`config.mk`:
```
export PLATFORM = sky130hd
export DESIGN_NAME = truth_table_sweeper
export DESIGN_NICKNAME = d
export VERILOG_FILES = /design/src/rtl/truth_table_sweeper_pkg.sv /design/src/rtl/sweep_settle_timer.sv /design/src/rtl/truth_table_sweeper.sv
export SDC_FILE = /design/constraint.sdc
export NUM_CORES = 1
export LEC_CHECK = 0
export ABC_AREA = 1
export CORE_UTILIZATION = 50
export CTS_BUF_LIST = sky130_fd_sc_hd__clkbuf_4 sky130_fd_sc_hd__clkbuf_8 sky130_fd_sc_hd__clkbuf_16
export CTS_CLUSTER_SIZE = 24
export DETAILED_ROUTE_END_ITERATION = 16
export PLACE_DENSITY = 0.77
export SETUP_SLACK_MARGIN = 0.2
export SYNTH_ARGS = -nofsm -noshare
export SYNTH_HDL_FRONTEND = slang
export SYNTH_SLANG_ARGS = --single-unit
```
`constraint.sdc`:
```
create_clock -name clk -period 4.4 [get_ports clk]
set_input_delay 1.32 -clock clk [delete_from_list [all_inputs] [get_ports clk]]
set_output_delay 1.32 -clock clk [all_outputs]
set_load 0.005 [all_outputs]
```
`src/rtl/truth_table_sweeper_pkg.sv`:
```
// Shared types and constants for the truth-table sweeper and its helpers.
package truth_table_sweeper_pkg;

   // Sweep sequencer states.
   typedef enum logic [1:0] {
      IDLE   = 2'd0,
      DRIVE  = 2'd1,
      SAMPLE = 2'd2,
      DONE   = 2'd3
   } state_e;

   // Default number of inputs of the logic block under control.
   localparam int N_IN_DEF = 3;

   // Settle counter width; covers settle times 1..15.
   localparam int CNT_W = 4;

   // Number of input vectors of an n_in-input block.
   function automatic int nvec_of(input int n_in);
      return 1 << n_in;
   endfunction

endpackage

```
`src/rtl/sweep_settle_timer.sv`:
```
// Loadable down-counter: after a load of SETTLE-1, expire_o rises once the
// counter has been enabled for SETTLE cycles (including the first cycle
// following the load).
module sweep_settle_timer #(
   parameter int W = 4
) (
   input  logic         clk,
   input  logic         rst_n,
   input  logic         load_i,
   input  logic [W-1:0] load_val_i,
   input  logic         en_i,
   output logic         expire_o
);

   logic [W-1:0] count_q;
   logic [W-1:0] count_d;

   // Load has priority; counting stops at zero so expire stays asserted.
   always_comb begin
      count_d = count_q;
      if (load_i) begin
         count_d = load_val_i;
      end else if (en_i && (count_q != '0)) begin
         count_d = count_q - 1'b1;
      end
   end

   // Counter register.
   always_ff @(posedge clk or negedge rst_n) begin
      if (!rst_n) begin
         count_q <= '0;
      end else begin
         count_q <= count_d;
      end
   end

   assign expire_o = (count_q == '0);

endmodule

```
`src/rtl/truth_table_sweeper.sv`:
```
// Built-in self-test sequencer: walks every input vector of an external
// N_IN-input combinational block, samples its output after a settle time
// and compares the measured truth table against a captured expectation.
module truth_table_sweeper
   import truth_table_sweeper_pkg::*;
#(
   parameter int N_IN   = N_IN_DEF,
   parameter int SETTLE = 2
) (
   input  logic                 clk,
   input  logic                 rst_n,
   input  logic                 start,
   input  logic [2**N_IN-1:0]   expected,
   output logic [N_IN-1:0]      din,
   input  logic                 y_in,
   output logic                 busy,
   output logic                 done,
   output logic                 pass,
   output logic [2**N_IN-1:0]   table_out,
   output logic [2**N_IN-1:0]   mismatch
);

   localparam int               NVEC        = nvec_of(N_IN);
   localparam logic [N_IN-1:0]  LAST_IDX    = N_IN'(NVEC - 1);
   localparam logic [CNT_W-1:0] SETTLE_LOAD = CNT_W'(SETTLE - 1);

   state_e            state_q, state_d;
   logic [N_IN-1:0]   idx_q, idx_d;
   logic [NVEC-1:0]   exp_q, exp_d;
   logic [NVEC-1:0]   tbl_q, tbl_d;
   logic [NVEC-1:0]   mis_q, mis_d;
   logic              pass_q, pass_d;
   logic              tmr_load;
   logic              tmr_en;
   logic              tmr_expire;

   sweep_settle_timer #(
      .W (CNT_W)
   ) u_settle (
      .clk        (clk),
      .rst_n      (rst_n),
      .load_i     (tmr_load),
      .load_val_i (SETTLE_LOAD),
      .en_i       (tmr_en),
      .expire_o   (tmr_expire)
   );

   // Next-state logic: sequencing, result capture and settle-timer control.
   always_comb begin
      state_d  = state_q;
      idx_d    = idx_q;
      exp_d    = exp_q;
      tbl_d    = tbl_q;
      mis_d    = mis_q;
      pass_d   = pass_q;
      tmr_load = 1'b0;
      tmr_en   = 1'b0;
      case (state_q)
         IDLE: begin
            if (start) begin
               exp_d    = expected;
               tbl_d    = '0;
               mis_d    = '0;
               pass_d   = 1'b0;
               idx_d    = '0;
               tmr_load = 1'b1;
               state_d  = DRIVE;
            end
         end
         DRIVE: begin
            tmr_en = 1'b1;
            if (tmr_expire) begin
               state_d = SAMPLE;
            end
         end
         SAMPLE: begin
            tbl_d[idx_q] = y_in;
            if (idx_q == LAST_IDX) begin
               // Compare against the table including the bit sampled now.
               mis_d   = tbl_d ^ exp_q;
               pass_d  = (tbl_d == exp_q);
               state_d = DONE;
            end else begin
               idx_d    = idx_q + 1'b1;
               tmr_load = 1'b1;
               state_d  = DRIVE;
            end
         end
         DONE: begin
            state_d = IDLE;
         end
         default: begin
            state_d = IDLE;
         end
      endcase
   end

   // State and result registers.
   always_ff @(posedge clk or negedge rst_n) begin
      if (!rst_n) begin
         state_q <= IDLE;
         idx_q   <= '0;
         exp_q   <= '0;
         tbl_q   <= '0;
         mis_q   <= '0;
         pass_q  <= 1'b0;
      end else begin
         state_q <= state_d;
         idx_q   <= idx_d;
         exp_q   <= exp_d;
         tbl_q   <= tbl_d;
         mis_q   <= mis_d;
         pass_q  <= pass_d;
      end
   end

   assign busy      = (state_q == DRIVE) || (state_q == SAMPLE);
   assign done      = (state_q == DONE);
   assign din       = busy ? idx_q : '0;
   assign pass      = pass_q;
   assign table_out = tbl_q;
   assign mismatch  = mis_q;

endmodule

```
=== Word-level counts from Yosys, hierarchy flattened ===
Cells that the tools add are included.

* Register bits after elaboration: 34
* Output and inout bits: 22
* Word-level logic and storage cells: 58

* Add/sub/neg operators: 2
* $lt $le $gt $ge: 2
* Equal/unequal tests: 9
* Muxes and demuxes: 24
* Bitwise logic cells: 1
* Reduce and logical (&&, ||, !) cells: 13

{| class="wikitable"
|+ Operator list
! cell !! count
|-
| $pmux 8 s2 || 2
|-
| $mux 8 || 2
|-
| $mux 3 || 3
|-
| $bwmux 8 || 1
|-
| $eq 8x8->1 || 1
|-
| $mux 4 || 2
|-
| $ne 2x2->1 const B || 4
|-
| $pmux 2 s4 || 1
|-
| $xor 8x8->8 || 1
|-
| $mux 1 || 6
|-
| $mux 2 || 3
|-
| $pmux 3 s2 || 1
|-
| $reduce_and 2->1 || 3
|-
| $reduce_and 3->1 || 2
|-
| $eq 2x2->1 const B || 2
|-
| $logic_not 4->1 || 1
|-
| $lt 3x4->1 const B || 1
|-
| $pmux 1 s2 || 2
|-
| $reduce_bool 2->1 || 2
|-
| $reduce_bool 4->1 || 1
|-
| $sub 4x1->4 const B || 1
|-
| $add 3x1->3 const B || 1
|-
| $demux 1 s3 || 1
|-
| $eq 3x3->1 const B || 1
|-
| 5 further kinds || 6
|}

=== Depth between registers and ports, before layout ===
Gate-level depths: netlist of the first run.

* Depth after elaboration: 8
* Mapped depth: 10
* Mapped depth without buffers: 10

=== Hierarchy ===
A second synthesis of the first run with hierarchy kept.

* Cells, all modules: 256
* Area total of the unflattened synthesis: 1936.9 µm²

{| class="wikitable"
|+ By module, submodules not included
! module !! times used !! cells an instance !! area each (µm²) !! seq. area each (µm²)
|-
| truth_table_sweeper || 1 || 210 || 1641.6 || 750.7
|-
| sweep_settle_timer || 1 || 46 || 295.3 || 100.1
|}

=== Least setup slack after synthesis of the first run ===
Ideal clock, no wire load.

* Path type: reg-to-output
* Start point: register state_q[0]
* End point: output port din[0]
* Arrival time: 907 ps
* Required time: 3080 ps
* Slack: 2173 ps
* Stages on the path, launching flop included: 5
* Path buffers: 0
* Cells stage by stage: dfrtp_1 -> inv_1 -> ha_1 -> nand2_1 -> inv_1

* Word-level cells in the longest chain between the ends: 3

{| class="wikitable"
|+ Ends and longest elaborated chain
! what !! line !! source
|-
| from (decl) || truth_table_sweeper.sv:27 || <nowiki>state_e state_q, state_d;</nowiki>
|-
| from (signal assigned) || truth_table_sweeper.sv:108 || <nowiki>state_q <= state_d;</nowiki>
|-
| $eq 2x1->1 or $eq 2x2->1 (tied branches) || truth_table_sweeper.sv:117 || <nowiki>assign busy = (state_q == DRIVE) || (state_q == SAMPLE);</nowiki>
|-
| $logic_or 1x1->1 (*) || truth_table_sweeper.sv:117 ||
|-
| via busy || truth_table_sweeper.sv:16 || <nowiki>output logic busy,</nowiki>
|-
| $mux 3 (*) || truth_table_sweeper.sv:119 || <nowiki>assign din = busy ? idx_q : '0;</nowiki>
|-
| to (decl) || truth_table_sweeper.sv:14 || <nowiki>output logic [N_IN-1:0] din,</nowiki>
|}

The timed path passes the listed nets; every way through them passes the cells marked *.

=== Final worst setup path of the first run ===
* Start point: register state_q[0]
* End point: output port din[0]

* Word-level cells in the longest chain between the ends: 3

{| class="wikitable"
|+ Ends and longest elaborated chain
! what !! line
|-
| $eq 2x1->1 or $eq 2x2->1 (tied branches) || truth_table_sweeper.sv:117
|-
| $logic_or 1x1->1 (*) || truth_table_sweeper.sv:117
|-
| $mux 3 (*) || truth_table_sweeper.sv:119
|}

Mark *: on every way between the ends. The rest lies on a longest branch, timed or not.

==> flow_metrics.tcl, run 1 <==
set metrics [dict create \
    cts_tree "built" \
    die_y_um 63.31 \
    powerDensity_nw_per_um2 612.8 \
    setup.worst_path.start_class "flip-flop" \
    synth_compound_area_share_pct 11.92 \
    synth.mux.area_fraction_pct 0 \
    grt_setup_unrepaired "no" \
    dp_hpwl_mm 2.786 \
    cp.depth 5 \
    netlist_instances 235 \
    hold_path.class "reg -> reg" \
    synth.avg_cell_area_um2 7.997 \
    cts_buffers 5 \
    fmax_ghz 0.3240 \
    max_stage_delay_ps 490 \
    core_area_um2 3468 \
    die_w_um 63.31 \
    status "finished, final reports clean" \
    timing.rr.start "idx_q[0]" \
    synthXorXnorAreaFrac_pct 0 \
    cts_setup_buffers 0 \
    clock-sinks 34 \
    cp_cell_sequence "inv_1, ha_1, nand2_1, inv_1, clkdlybuf4s50_1" \
    async_flop_share_pct 100.0 \
    drc_errors 0 \
    cts_hold_buf 0 \
    path_clk_slew_ps 70 \
    peakVddDrop_mv 0.3793 \
    portBuffers 33 \
    synthAdderAreaFrac_pct 5.992 \
    p_leak_uw 0.001143 \
    initial_utilization_pct 54.18 \
    rr_endpoint "mismatch[5]" \
    synth.area.top_cells "dfrtp_1, nand2_1, inv_1" \
    cap_violations 0 \
    reg2reg_slack_ps 2510 \
    grt_pass1_vias 1541 \
    ys_ff_latch 34 \
    rows 21 \
    wl_per_cell_um 12.21 \
    timing.critical_path.buf_inv 3 \
    period_minus_slack_ps 3086 \
    drtPass1Iterations 4 \
    cp-end-kind "output port" \
    cp_max_fo 4 \
    synth_edf_count 0 \
    synth-simple-area-share_pct 26.76 \
    ioPinCount 34 \
    h-tree-depth 2 \
    via_per_inst 5.192 \
    fin_crit_sh_pct 70.14 \
    synth_ff_type "dfrtp_1" \
    path_class "reg -> out" \
    netlist-cell-type-count 24 \
    arrival_ps 1770 \
    dr_total_vias 1651 \
    drtAntennaViolNets 0 \
    ys_seq_area_share_pct 45.27 \
    startpoint "state_q[0]" \
    clock_latency_ps 290 \
    syn_area_um2 1879 \
    synth_top_family_by_area "simple AND/OR/NAND/NOR gates" \
    antenna_cells 0 \
    fin_nets 292 \
    grt_max_degree 35 \
    post-route-util_pct 67.53 \
    synth_most_common_cell "nand2_1" \
    routed_wl_mm 3.882 \
    track_usage_pct 22.31 \
    clockBufferDepth 2 \
    first_iter_violations 64 \
    synth_top_area_cell "dfrtp_1" \
    gr-total-overflow 0 \
    fin_tns_setup_ps 0 \
    crit_end "din[0]" \
    synthTopCellsByCount "nand2_1, inv_1, dfrtp_1, nand3_1, o21ai_0" \
    maxSlewViolCount 0 \
    skew_ps 3.051 \
    cp_top_family "buffers and inverters" \
    rr_worst_depth 7 \
    drive_gt1_share_pct 7.353 \
    crit_top_cell "inv_1" \
    grt_pass1_wl_mm 6.796 \
    root_buffer "clkbuf_8" \
    syn_to_final_growth_pct 24.63 \
    dieArea_um2 4008 \
    yosysWarnings 0 \
    syn_nets 256 \
    relSlewSlack_pct 62.84 \
    cts_resized 0 \
    cp_slowest_cell "clkdlybuf4s50_1" \
    yosysTopAreaCellShare_pct 45.27 \
    fillCellCount 294 \
    worstMarginPinSlew_ps 557.4 \
    setup_viol 0 \
    hold_viol 0 \
    required_ps 3080 \
    antenna_found_initial 0 \
    gp_congestion 0.8645 \
]
==> routing by layer <==
layer  GRT usage, %  vias up  wire [µm]
li1               -      849          -
met1          29.72      745       1838
met2          35.75       50       1755
met3          4.529        7        215
met4          8.523        0         72
met5              0        -          0
==> power by group <==
| part | total (µW) | internal (µW) | switching (µW) |
|---|---|---|---|
| Combinational | 675 | 267 | 408 |
| Clock | 267 | 158 | 109 |
| Sequential | 493 | 408 | 84.9 |
==> cells by family after synthesis <==
logic type / Yosys count
and+or+nand+nor: 110
DFF: 34
buffers and inverters: 44
AOI/OAI and AO/OA: 38
adders and majority gates: 9
==> how the worst min path moves through the flow <==
stage	from	to	slack (ps)	depth (start not counted)
2_1_floorplan	pass	pass	470	2
3_3_place_gp	mismatch[7]	mismatch[7]	470	2
3_5_place_dp	pass	pass	480	2
4_1_cts	pass	pass	500	2
5_1_grt	pass	pass	530	2
6_report	mismatch[2]	mismatch[2]	490	2
==> sequential cells by signal, summed over array words and instances (netlist names) <==
signal            count
exp_q                 8
u_settle.count_q      4
pass                  1
mismatch              8
table_out             8
state_q               2
idx_q                 3
==> per-stage QoR <==
stage | instances | hold WS [ps] | area, µm² | worst slack [ps] | power, µW
final | 318 | 494.5 | 2342 | 1314 | 1435
after global routing | 318 | 530.4 | 2342 | 1229 | 1565
after CTS | 318 | 500.2 | 2342 | 1297 | 1440
after detailed placement | 310 | 478.7 | 2232 | 1537 | 1167
after global placement | 310 | 474.3 | 2232 | 1582 | 1157
after floorplan | 235 | 472.6 | 1879 | 2173 | 954.6
==> area by class of cell <==
cell class              instances  area (µm²)  area share [%]
flip-flops and latches         34       850.8           36.32
multi-input cells             157       839.6           35.84
repair buffers                 34       337.8           14.42
inverters                      39       146.4           6.250
clock buffers                   8       110.1           4.701
well taps                      46       57.56           2.457
==> placed cells by master, fill, tap and decap left out <==
cell	synthesis	final
a21boi_0	1	1
a21oi_1	4	4
a22o_1	4	4
buf_4	0	1
clkbuf_8	0	8
clkdlybuf4s50_1	0	33
dfrtp_1	34	34
ha_1	9	9
inv_1	36	36
inv_2	3	3
nand2_1	58	58
nand2_2	2	2
nand3_1	25	25
nand3_2	2	2
nand4_1	7	7
nand4_4	1	1
nor2_1	12	12
nor2_2	1	1
nor3_1	1	1
o21a_1	1	1
o21ai_0	19	19
o21ai_2	1	1
o22ai_1	8	8
or2_2	1	1
==> worst register-to-register path, delay by kind of cell (launching register included) <==
kind	cells	cell delay (ps)
DFF	1	580
adders and majority gates	2	540
and+or+nand+nor	3	460
buffers and inverters	1	150
AOI/OAI and AO/OA	1	80
(Power assumes the default switching activity.)
==> run 2: changes to the inputs <==
- CORE_UTILIZATION: 50 -> 47
- PLACE_DENSITY: 0.77 -> 0.76
- clock period: 4.4 -> 2.82 ns (I/O delays scaled with it)
==> run 2 against run 1 <==
  * Count of clock-buffer cells in the layout shrank 1
  * Clock skew grew 1.3 ps
  * Global-route usage grew 1.3 points
  * Critical path depth is the same
  * Sequential power grew 50%
  * Design area grew 2.4%
  * Hold slack gained 3.6 ps
  * Total power grew 64%
  * Utilization shrank 3.5 points
  * Highest routed layer unchanged
  * Via count grew 4.8%
==> flow_metrics.tcl, run 2 (synthesized netlist as in run 1, its figures left out) <==
set metrics [dict create \
    status "finished, final reports clean" \
    grt_max_degree 35 \
    worstHoldStart "mismatch[7]" \
    final_cell_mix "nand2_1, inv_1, dfrtp_1, clkdlybuf4s50_1, nand3_1" \
    track_usage_pct 23.64 \
    hold_viol 0 \
    gr-total-overflow 0 \
    fin_tns_setup_ps 0 \
    rr_worst_depth 8 \
    powerDensity_nw_per_um2 981.5 \
    cap_violations 0 \
    drive_gt1_share_pct 9.747 \
    relSlewSlack_pct 72.02 \
    portBuffers 33 \
    h-tree-depth 2 \
    worstMarginPinSlew_ps 419.7 \
    grt_setup_unrepaired "no" \
    post-route-util_pct 64.07 \
    setup_viol 0 \
    via_per_inst 5.326 \
    hold_depth 2 \
    antenna_cells 0 \
    multi_input_area_um2 852.1 \
    routed_wl_mm 4.221 \
    clock_latency_ps 280 \
    drtAntennaViolNets 0 \
    required_ps 1970 \
    dr_total_vias 1731 \
    setup.worst_path.start_class "flip-flop" \
    startpoint "state_q[1]" \
    period_minus_slack_ps 2525 \
    path_clk_slew_ps 70 \
    path_class "reg -> out" \
    seq_area_um2 850.8 \
    first_iter_violations 117 \
    syn_to_final_growth_pct 27.63 \
    fin_nets 297 \
    grt_pass1_vias 1671 \
    fillCellCount 340 \
    cp-end-kind "output port" \
    p_leak_uw 0.001171 \
    arrival_ps 1680 \
    layout_commonest_cell "nand2_1" \
    hold_path.class "reg -> reg" \
    initial_utilization_pct 50.20 \
    drc_errors 0 \
    skew_ps 4.304 \
    core_area_um2 3744 \
    grt_pass1_wl_mm 7.583 \
    cts_buffers 5 \
    gp_congestion 0.8079 \
    wl_per_cell_um 12.99 \
    ioPinCount 34 \
    cp_max_fo 5 \
    die_y_um 65.24 \
    dp_hpwl_mm 2.980 \
    cts_tree "built" \
    rows 22 \
    timing.rr.start "idx_q[0]" \
    dieArea_um2 4256 \
    antenna_found_initial 0 \
    clockBufferDepth 2 \
    cts_hold_buf 0 \
    drtPass1Iterations 4 \
    die_w_um 65.24 \
    clock-sinks 34 \
    fmax_ghz 0.3961 \
    fin_crit_sh_pct 89.52 \
    root_buffer "clkbuf_8" \
    maxSlewViolCount 0 \
    peakVddDrop_mv 0.5742 \
]
## run 2: worst max-delay path: stages (launching register included)
cell and delay (ps):
dfrtp_1 370, inv_1 120, ha_4 300, nand2_1 60
inv_1 50, clkdlybuf4s50_1 490
## run 2: cell type report
type	instances	share of cell area, %
Timing Repair Buffer	39	15.65
Multi-Input combinational cell	157	35.52
Tap cell	48	2.504
Inverter	39	6.103
Clock inverter	1	1.252
Sequential cell	34	35.47
Clock buffer	7	3.495
## run 2: metal layers
metal	track usage [%]	wire length, µm	up-vias
met4	7.337	43	0
met2	35.82	1947	67
met3	6.424	228	4
met5	0	0	-
met1	32.81	2001	810
li1	-	-	850
## run 2: path summary, 6_finish.rpt
check	to	slack, ps
setup reg to reg	mismatch[1]	960
hold reg to reg	mismatch[7]	500
hold / removal	mismatch[7]	500
min in group asynchronous	state_q[1]	960
setup / recovery	din[1]	300
max in group asynchronous	table_out[5]	1560
## run 2: repair_timing
action / CTS / global route
endpoints found under the setup margin: 0 / 3
setup buffers: 0 / 1
endpoints found under the hold margin: 0 / 0
gates resized for setup: 0 / 2
## run 2: per-stage QoR
stage / worst slack, ps / hold slack, ps / instance area [µm²] / instances / total power [µW]
6_report: 295.4 / 498.1 / 2399 / 325 / 2354
5_1_grt: 209.3 / 524.7 / 2399 / 325 / 2575
4_1_cts: 220.7 / 499.4 / 2379 / 324 / 2315
3_5_place_dp: 508.0 / 480.0 / 2265 / 316 / 1850
3_3_place_gp: 531.2 / 477.2 / 2265 / 316 / 1835
2_1_floorplan: 1067 / 472.6 / 1879 / 235 / 1489
## run 2: power by group
| part | total, µW | internal, µW | switching [µW] |
|---|---|---|---|
| combinational | 1170 | 462 | 706 |
| sequential | 739 | 638 | 101 |
| clock | 447 | 283 | 164 |
| total | 2350 | 1380 | 971 |
